### src/rtl/alu_seq.sv
// Registered ALU with valid/ready input: single-cycle ops plus an iterative unsigned shift-add MUL.
// Optional macro ALU_SAT_EN: ADD/SUB/INC saturate on signed overflow instead of wrapping.
module alu_seq #(
  parameter int WIDTH = 8
) (
  input  logic             clk,
  input  logic             rst,
  input  logic             in_valid,
  output logic             in_ready,
  input  logic [WIDTH-1:0] A,
  input  logic [WIDTH-1:0] B,
  input  logic [2:0]       op,
  output logic [WIDTH-1:0] Y,
  output logic [2:0]       ONZ,
  output logic             out_valid
);

  localparam int CW = $clog2(WIDTH + 1);

  typedef enum logic {
    S_IDLE,
    S_BUSY
  } state_t;

  typedef enum logic [2:0] {
    OP_ADD  = 3'b000,
    OP_SUB  = 3'b001,
    OP_AND  = 3'b010,
    OP_OR   = 3'b011,
    OP_XOR  = 3'b100,
    OP_INC  = 3'b101,
    OP_PASS = 3'b110,
    OP_MUL  = 3'b111
  } op_t;

  localparam logic [WIDTH-1:0] SMAX = {1'b0, {(WIDTH-1){1'b1}}};
  localparam logic [WIDTH-1:0] SMIN = {1'b1, {(WIDTH-1){1'b0}}};
  localparam logic [WIDTH-1:0] ONE  = {{(WIDTH-1){1'b0}}, 1'b1};

  state_t             state_q, state_d;
  logic [2*WIDTH-1:0] mcand_q, mcand_d;
  logic [2*WIDTH-1:0] acc_q, acc_d;
  logic [WIDTH-1:0]   mplier_q, mplier_d;
  logic [CW-1:0]      cnt_q, cnt_d;
  logic [WIDTH-1:0]   y_q, y_d;
  logic [2:0]         onz_q, onz_d;
  logic               vld_q, vld_d;

  logic [WIDTH-1:0]   sum, diff, incr;
  logic [WIDTH-1:0]   alu_y;
  logic               alu_o;
  logic [2*WIDTH-1:0] acc_step;

  assign sum  = A + B;
  assign diff = A - B;
  assign incr = A + ONE;

  // Single-cycle datapath; MUL results come from the accumulator instead.
  always_comb begin
    alu_y = '0;
    alu_o = 1'b0;
    unique case (op_t'(op))
      OP_ADD: begin
        alu_y = sum;
        alu_o = (A[WIDTH-1] == B[WIDTH-1]) && (sum[WIDTH-1] != A[WIDTH-1]);
`ifdef ALU_SAT_EN
        if (alu_o) alu_y = A[WIDTH-1] ? SMIN : SMAX;
`endif
      end
      OP_SUB: begin
        alu_y = diff;
        alu_o = (A[WIDTH-1] != B[WIDTH-1]) && (diff[WIDTH-1] != A[WIDTH-1]);
`ifdef ALU_SAT_EN
        if (alu_o) alu_y = A[WIDTH-1] ? SMIN : SMAX;
`endif
      end
      OP_AND:  alu_y = A & B;
      OP_OR:   alu_y = A | B;
      OP_XOR:  alu_y = A ^ B;
      OP_INC: begin
        alu_y = incr;
        alu_o = (A == SMAX);
`ifdef ALU_SAT_EN
        if (alu_o) alu_y = SMAX;
`endif
      end
      OP_PASS: alu_y = A;
      default: alu_y = '0;
    endcase
  end

  assign acc_step = acc_q + (mplier_q[0] ? mcand_q : '0);

  always_comb begin
    state_d  = state_q;
    mcand_d  = mcand_q;
    acc_d    = acc_q;
    mplier_d = mplier_q;
    cnt_d    = cnt_q;
    y_d      = y_q;
    onz_d    = onz_q;
    vld_d    = 1'b0;
    in_ready = 1'b0;
    unique case (state_q)
      S_IDLE: begin
        in_ready = 1'b1;
        if (in_valid) begin
          if (op_t'(op) == OP_MUL) begin
            mcand_d  = {{WIDTH{1'b0}}, A};
            mplier_d = B;
            acc_d    = '0;
            cnt_d    = CW'(WIDTH);
            state_d  = S_BUSY;
          end else begin
            y_d   = alu_y;
            onz_d = {alu_o, alu_y[WIDTH-1], alu_y == '0};
            vld_d = 1'b1;
          end
        end
      end
      S_BUSY: begin
        acc_d    = acc_step;
        mcand_d  = mcand_q << 1;
        mplier_d = mplier_q >> 1;
        cnt_d    = cnt_q - CW'(1);
        // Last iteration publishes the freshly summed product directly.
        if (cnt_q == CW'(1)) begin
          y_d     = acc_step[WIDTH-1:0];
          onz_d   = {|acc_step[2*WIDTH-1:WIDTH], acc_step[WIDTH-1],
                     acc_step[WIDTH-1:0] == '0};
          vld_d   = 1'b1;
          state_d = S_IDLE;
        end
      end
      default: state_d = S_IDLE;
    endcase
  end

  always_ff @(posedge clk) begin
    if (rst) begin
      state_q  <= S_IDLE;
      mcand_q  <= '0;
      acc_q    <= '0;
      mplier_q <= '0;
      cnt_q    <= '0;
      y_q      <= '0;
      onz_q    <= '0;
      vld_q    <= 1'b0;
    end else begin
      state_q  <= state_d;
      mcand_q  <= mcand_d;
      acc_q    <= acc_d;
      mplier_q <= mplier_d;
      cnt_q    <= cnt_d;
      y_q      <= y_d;
      onz_q    <= onz_d;
      vld_q    <= vld_d;
    end
  end

  assign Y         = y_q;
  assign ONZ       = onz_q;
  assign out_valid = vld_q;

endmodule

### config.mk
export PLATFORM = sky130hd
export DESIGN_NAME = alu_seq
export DESIGN_NICKNAME = d
export VERILOG_FILES = /design/src/rtl/alu_seq.sv
export SDC_FILE = /design/constraint.sdc
export NUM_CORES = 1
export LEC_CHECK = 0
export CORE_MARGIN = 5
export CORE_UTILIZATION = 59
export DETAILED_ROUTE_END_ITERATION = 7
export PLACE_DENSITY = 0.81
export SLEW_MARGIN = 5
export SYNTH_ARGS = -nofsm -noshare
export SYNTH_HDL_FRONTEND = slang
export SYNTH_SLANG_ARGS = --single-unit
### constraint.sdc
create_clock -name clk -period 3.4 [get_ports clk]
set_input_delay 0.68 -clock clk [delete_from_list [all_inputs] [get_ports clk]]
set_output_delay 0.68 -clock clk [all_outputs]
set_load 0.03 [all_outputs]
==> key figures <==
Detailed routing
  • Via-per-instance ratio: about 6.2
  • Antenna-violating nets left: 0
  • Wire per inst: ~17 um
  • DRC: 0
  • Starting DRT DRC Count: 368
  • Final WL: ~12 mm
  • Vias: between 4000 and 5000
  • Pre-antenna DRT Iters: 7

Finish
  • Area Overhead vs Synth: 15.4%
  • Ant diodes: 0
  • Fillers: ~600
  • Finished Layout Cells: approximately 700
  • Fin nets: about 670
  • Share of cells above drive strength 1: under 10%

CTS
  • Worst skew pair latency: 0.31 ns
  • Clock transition at the registers of the reported paths: 0.11 ns
  • Htree depth: 2
  • TritonCTS Buffers: 5
  • Clock Tree Buf Depth: 2
  • # clock sinks: 56
  • CTS tree: built
  • Root Buffer: clkbuf_8

Place
  • Inst Count DP: 698
  • Dpl hpwl: 9.23 mm
  • Gpl congestion: between 0.9 and 1
  • Buffers on Ports: 34

Synth
  • Synthesized instance count: ~560
  • Yosys top cell by area: dfxtp_1
  • Main synth FF type: dfxtp_1
  • Most frequent cells after synthesis: dfxtp_1 (56), nor2_1 (54), inv_1 (45)
  • Sequential cell area fraction in the yosys report: between 20% and 30%
  • Mapped Area: approximately 0.0044 mm^2
  • Async set or reset register ratio after synthesis: 0%
  • Yosys warning count: 0
  • Synthesized flop and latch total: between 50 and 60
  • Synth area leaders: dfxtp_1 (25%), ha_1 (12%), nor2_1 (4.6%)
  • Yosys cell types: between 60 and 70
  • Cell with the most instances after synthesis: dfxtp_1
  • EDFF count, synth: 0
  • Mean cell area of the mapped netlist: between 7 and 8 um^2
  • Yosys top cell area share: approximately a quarter
  • Synth Net Count: ~630

Floorplanning
  • Die area: approximately 0.0093 mm^2
  • Initial Utilization: between 60% and 70%
  • Row Count: 31
  • IO Count: 35
  • Std-Cell Core Area: between 0.007 and 0.008 mm^2
  • Die Wd: a little under 100 um
  • Die H: between 90 and 100 um

Global routing
  • Grt ovf: 0
  • Largest net degree at the start of global routing: 37
  • First-pass GRT wire length: roughly 20 mm
  • Vias in the first global route: ~4300
  • Antenna violations before repair: 0
  • Aggregate global-route resource usage: between 20% and 30%

Critical path
  • Critical Path RT: ~3.6 ns
  • Worst path arrival time: 3.53 ns
  • WS Path Type: input pin to flip-flop
  • R2r startpoint: mplier_q[0]$_SDFFE_PP0P_
  • Critical path capture point type: flip-flop
  • CP Max Fanout: 2
  • Crit. Startpoint: A[0]
  • Worst Setup Start Kind: input pin

Pwr
  • Maximum vdd ir drop: between 0.15 and 0.2 mV
  • PD cells: between 200 and 300 mW/mm^2
  • Total power: 1.51 mW
  • Leak: roughly 2.1 nW

Run status
  • Status: finished, final reports clean

STA
  • Hold Fails Final Rpt: 0
  • Worst-Margin Slew: about 0.93 ns
  • Final clock skew: 0.0116 ns
  • Final min period: 3.28 ns
  • Rel. slew slack: about 38%
  • Fmax: between 300 and 400 MHz
  • Final setup vio count: 0
  • Final Max Slew Viols: 0
  • RSZ-0062 raised after global routing: no
  • Crit share post-route: between 90 and 100%

Flow run
  • Max Cap Violations: 0

Min path
  • HP Start: Y[2]$_SDFFE_PP0P_
  • Hold Path Class: flip-flop to flip-flop
## through the flow
stage	hold WS (ns)	worst slack [ns]	utilization (%)	TNS, ns	cell area, um^2
after floorplan	0.435	0.515	-	0	4400
after global routing	0.480	0.00293	70.0	0	5080
after detailed placement	0.451	-0.204	68.7	-0.204	4980
after CTS	0.467	0.116	70.0	0	5070
after global placement	0.444	-0.0717	68.7	-0.0717	4980
final	0.466	0.116	70.0	0	5080
## report_power, final
| group | switching [mW] | internal, mW |
|---|---|---|
| Clock | 0.226 | 0.147 |
| Sequential | 0.0168 | 0.682 |
| Combinational | 0.248 | 0.187 |
| Total | 0.491 | 1.02 |
## placed cells by master (no fill, tap or decap), types with 15 or more instances in the layout
cell type	count
dfxtp_1	56
nor2_1	54
inv_1	45
nand2_1	42
ha_1	41
a21oi_1	35
clkdlybuf4s50_1	34
buf_4	33
o21ai_0	29
a22oi_1	16
a221oi_1	16
nor3_1	15
## worst paths after layout
path | endpoint | slack (ns) | cells after the start
worst min register to register | Y[2]$_SDFFE_PP0P_ | 0.47 | 2
worst max register to register | ONZ[0]$_SDFFE_PP0P_ | 0.41 | 8
worst max-delay path | ONZ[0]$_SDFFE_PP0P_ | 0.12 | 11
worst min-delay path | Y[2]$_SDFFE_PP0P_ | 0.47 | 2
## registers in the layout, indices dropped and copies added (netlist names)
name and count:
acc_q 16, mcand_q 16, ONZ 3, cnt_q 4
mplier_q 8, Y 7, out_valid 1, state_q 1
## cells by family (layout without fill, tap and decap cells)
kind of cell | after synthesis | count (layout) | share of synthesized area (%)
simple gates | 181 | 181 | 20.4
flops | 56 | 56 | 25.5
mux | 10 | 10 | 2.59
compound gates | 175 | 175 | 27.4
xor+xnor | 20 | 20 | 3.98
buf+inv | 77 | 121 | 7.17
fa+ha+maj | 44 | 44 | 13.0
## routing by layer
metal	up-vias	global-route usage, %	part of all wire, %
li1	2120	-	-
met1	2060	34.1	43
met2	190	45.8	48
met3	22	3.21	6.7
met4	0	8.41	2.4
met5	-	0	0
## worst max-delay path, cell delays in order
cell             delay [ns]
clkdlybuf4s50_1        0.47
inv_1                  0.06
ha_1                   0.22
fa_1                   0.49
inv_1                  0.04
mux4_2                 0.45
mux2i_1                0.25
nand2_1                0.07
or4_1                  0.42
nor4b_2                0.24
o2bb2ai_1              0.13
## cell type report
cell class | count | area (um^2) | share of cell area, %
inverter | 45 | 169 | 3.33
sequential | 56 | 1120 | 22.1
clock inverter | 3 | 21.3 | 0.419
multi-input combinational | 430 | 2960 | 58.4
tap | 99 | 124 | 2.44
clock buffer | 5 | 68.8 | 1.36
timing repair buffer | 68 | 608 | 12.0
## timing repair
action | in CTS | in global routing
resized for setup | 0 | 1
setup buffers | 0 | 0
endpoints found under the setup margin | 0 | 1
endpoints found under the hold margin | 0 | 0
hold buffers | 0 | 0
Power figures use the tool's default switching activity.
